$ cat config.mk
export PLATFORM = sky130hd
export DESIGN_NAME = down_counter
export DESIGN_NICKNAME = d
export VERILOG_FILES = /design/src/rtl/down_counter.sv
export SDC_FILE = /design/constraint.sdc
export NUM_CORES = 1
export LEC_CHECK = 0
export ABC_AREA = 1
export CAP_MARGIN = 20
export CORE_MARGIN = 3
export CORE_UTILIZATION = 49
export DETAILED_ROUTE_END_ITERATION = 10
export PLACE_DENSITY = 0.76
export REMOVE_ABC_BUFFERS = 1
export SYNTH_ARGS = -nofsm -noshare
export SYNTH_HDL_FRONTEND = slang
export SYNTH_SLANG_ARGS = --single-unit
$ cat constraint.sdc
create_clock -name clk -period 1.6 [get_ports clk]
set_input_delay 0.24 -clock clk [delete_from_list [all_inputs] [get_ports clk]]
set_output_delay 0.24 -clock clk [all_outputs]
set_load 0.1 [all_outputs]
$ cat src/rtl/down_counter.sv
// rtl/down_counter.sv - 8-bit loadable down counter with serial-fill reload register
// Counts Q down to zero, then reloads from S while S keeps shifting in serin.
module down_counter (
  input  logic       clk,
  input  logic       rst,
  input  logic       load,
  input  logic       en,
  input  logic [7:0] dta,
  input  logic       serin,
  output logic [7:0] Qo,
  output logic       serout,
  output logic       Co
);

  logic [7:0] q;
  logic [7:0] s;
  logic       q_zero;

  assign q_zero = (q == 8'd0);

  always_ff @(posedge clk or negedge rst) begin
    if (!rst) begin
      q <= 8'd0;
      s <= 8'd0;
    end else if (en) begin
      if (load) begin
        q <= dta;
        s <= dta;
      end else begin
        s <= {s[6:0], serin};
        // Reload takes the pre-shift S, so the counter never wraps to 0xFF.
        q <= q_zero ? s : q - 8'd1;
      end
    end
  end

  assign Qo     = q;
  assign serout = s[7];
  assign Co     = en & ~load & q_zero;

endmodule

* After elaboration in Yosys (flattened, before gate mapping)
Cells that the tools add are included. Widths: inputs -> output; s select.
Cells by class: reductions and logical operators 1, mux-type cells 3, $add $sub $neg 1, bitwise logic cells 3
Operators by type and width (count):
- $mux 8 | 3
- $logic_not 8->1 | 1
- $sub 8x1->8 const B | 1
- $and 1x1->1 | 2
- $not 1->1 | 1
Storage, ports and cells: register bits 16, logic and storage cells 10, output and inout bits 10, input port bits 13

* Logic depth before layout (Yosys ltp)
word-level depth 3, mapped depth 7, mapped depth without buffers 7

* Worst setup path before layout
OpenSTA, ideal clock, no wires.
path type register -> output, start register q[0] (netlist: Qo[0]), end output port Co, path buffers 0, data arrival time 4.187 ns, cell stages (with the launch flop) 5, data required time 1.360 ns, path slack -2.827 ns, cell sequence dfrtp_1 -> inv_1 -> ha_1 -> nand3_2 -> nor4_1
Between the ends: cells in the longest elaborated chain, start to end 2
Ends and longest elaborated chain:
- start, declared | RTL line 15 | logic [7:0] q;
- start signal, assigned | RTL line 27 | q <= dta;
- start signal, assigned | RTL line 32 | q <= q_zero ? s : q - 8'd1;
- $logic_not 8->1 | RTL line 19 | assign q_zero = (q == 8'd0);
- $and 1x1->1 | RTL line 39 | assign Co = en & ~load & q_zero;
- end, declared | RTL line 12 | output logic Co
Every way passes these cells.

* Worst setup path after layout
start register q[3] (netlist: Qo[3]), end output port Co
Same word-level chain as after synthesis.

==> out/metrics.yaml <==
power_and_ir_drop:
  cellLeakagePower_nw: 0.747
  p_int_mw: 0.918
  peakVddDrop_v: 0.000820
  combPwrFrac: 0.524
  pwr-share-seq: 0.307
  p_total_mw: 1.62
  p_per_area_nw_per_um2: 1030
  clock_power_share: 0.169
  power.net_switching_mw: 0.705
  switching_share: 0.434
floorplanning:
  start_util: 0.557
  core_um2: 1840
  die_h_um: 51.7
  num_io_pins: 23
  rows: 15
  die_w_um: 51.7
  dieArea_um2: 2680
synthesis:
  syn_area_um2: 1020
  synth_cell_types: 27
  synth-edff-count: 0
  synth_largest_area_cell: "dfrtp_1"
  ys_warn_count: 0
  synth_top_flop_cell: "dfrtp_1"
  synth_area_per_cell_um2: 7.82
  async_flop_share: 1.00
  ys_top_cells_by_area: "dfrtp_1 (39%), nand2_1 (9.5%), nand3_1 (7.3%)"
  ys_ff_latch: 16
  synthCells: 131
  synth_most_common_cell: "nand2_1"
  synth_top_area_frac: 0.391
  seq_area_frac_synth: 0.391
  synth_commonest_cells: "nand2_1 (26), dfrtp_1 (16), nand3_1 (15)"
grt:
  grt_pass1_vias: 1061
  grt.busiest_layer: "met2"
  grt_pass1_wl_um: 4740
  grt_max_degree: 17
  antenna_found_initial: 0
  grt_usage: 0.241
  grt_util_met2: 0.403
  overflow: 0
  grt.met1_usage: 0.300
  use_met3: 0.0258
timing:
  final-setup-viol-count: 1
  holdWs_ps: 253
  fin_crit_ps: 1760
  fmax_mhz: 569
  rsz0062_at_grt: "true"
  slew-limit-headroom: 0.791
  hold_viol_final: 0
  drv_slew: 0
  tns_ps: -158
  clock-skew-final_ps: 1.21
  worst_slew_pin_slew_ps: 313
  fin_crit_sh: 1.10
  setup_slack_ps: -158
cells_and_area:
  area_delta_synth_final_pct: 53.6
  drive_gt1_frac: 0.320
  stdcell_area_um2: 1570
  fill_cells: 100
  antenna_cells: 0
  multi_input_area_um2: 588
  final_nets: 188
  final-seq-area_um2: 400
  fin_cells: 197
route:
  wl_per_cell_um: 14.9
  routed_wl_um: 2940
  drt_pass1_iterations: 5
  avgViaCountPerCell: 5.58
  drc: 0
  vias: 1099
  antenna_left: 0
  drtIter0Drc: 43
placement:
  dp.cells: 190
  finalWeightedCongestion: 0.884
  dp_hpwl_um: 2060
  port_buffers: 22
  placed_area_um2: 1480
clock_tree:
  clk_latency_ps: 290
  htreeDepth: 1
  cts_tree: "yes"
  cts_hold_buf: 0
  clock_path_buffers: 2
  cts_made_buffers: 3
  cts_root_buf: "clkbuf_4"
  clk_pin_slew_worst_paths_ps: 90
  clock-sinks: 16
critical_path:
  worstSetupPathType: "register to output pin"
  critPathMaxFanout: 3
  start_kind: "register"
  ff2ff_setup_slack_ps: 40
  arrival_ps: 1520
  cp-end-kind: "output pin"
  crit_required_ps: 1360
run:
  max_cap_violations: 0
min_path:
  hold_path.class: "primary input to async pin"
run_status:
  status: "finished, violations left"
  violations: "setup timing"
-- worst paths after layout --
check                      depth (start not counted)           endpoint         startpoint
setup / recovery                                   5                 Co  Qo[3]$_DFFE_PN0P_
hold / removal                                     2  Qo[1]$_DFFE_PN0P_                rst
setup reg to reg                                   8  Qo[6]$_DFFE_PN0P_  Qo[1]$_DFFE_PN0P_
hold reg to reg                                    2   s[3]$_DFFE_PN0P_   s[2]$_DFFE_PN0P_
max in group asynchronous                          2   s[6]$_DFFE_PN0P_                rst
min in group clk                                   3   s[0]$_DFFE_PN0P_              serin
-- area by class of cell --
cell class,count,area share
Clock buffer,4,0.0231
Inverter,14,0.0350
Sequential cell,16,0.254
Timing Repair Buffer,41,0.294
Tap cell,25,0.0199
Multi-Input combinational cell,97,0.374
-- kinds of logic (layout without fill, tap and decap cells) --
logic type      Yosys count  count (layout)  synth area share
simple gates             63              63             0.302
compound gates           31              31             0.200
buf+inv                  18              59            0.0745
flops                    16              16             0.391
fa+ha+maj                 2               2            0.0244
xor+xnor                  1               1           0.00855
-- flip-flops by register name, summed over array words and instances (netlist names) --
name  flops
Qo        8
s         8
-- layer usage --
layer  routed length (µm)  part of all wire
met1                 1240              0.42
met2                 1440              0.49
met3                  199             0.068
met4                   63             0.021
met5                    0                 0
-- power by group through the flow --
stage,clock network [mW],registers [mW],logic [mW]
6_report,0.275,0.497,0.850
5_1_grt,0.294,0.502,0.896
4_1_cts,0.279,0.493,0.820
3_5_place_dp,0,0.501,0.811
3_3_place_gp,0,0.498,0.800
2_1_floorplan,0,0.763,0.215
-- stage by stage --
step                setup WS (ps)  utilization
detailed placement          -68.9        0.802
floorplan                   -2830            -
finish                       -158        0.856
global route                 -214        0.856
global placement            -50.0        0.802
CTS                          -190        0.839
-- cells in the final DEF, fill, tap and decap left out, drive strengths merged --
cell	count
nand2	30
buf	29
a21oi	18
dfrtp	16
nand3	16
nor2	15
inv	14
clkdlybuf4s50	12
o21ai	6
a22oi	6
clkbuf	4
ha	2
nor4	1
nor3b	1
a31oi	1
xnor2	1
-- timing repair --
action	in CTS	in global routing
pin swaps	4	0
gates resized for setup	4	3
cloned	0	0
setup endpoints to repair	1	1
setup buffers	2	1
-- critical path: stages, from the launching register on --
cell     delay, ps
dfrtp_1        430
nor2_4         150
nand2_2        100
nor4_4         210
buf_4          160
buf_12         160
No activity file was read; power rests on OpenSTA's default activity.
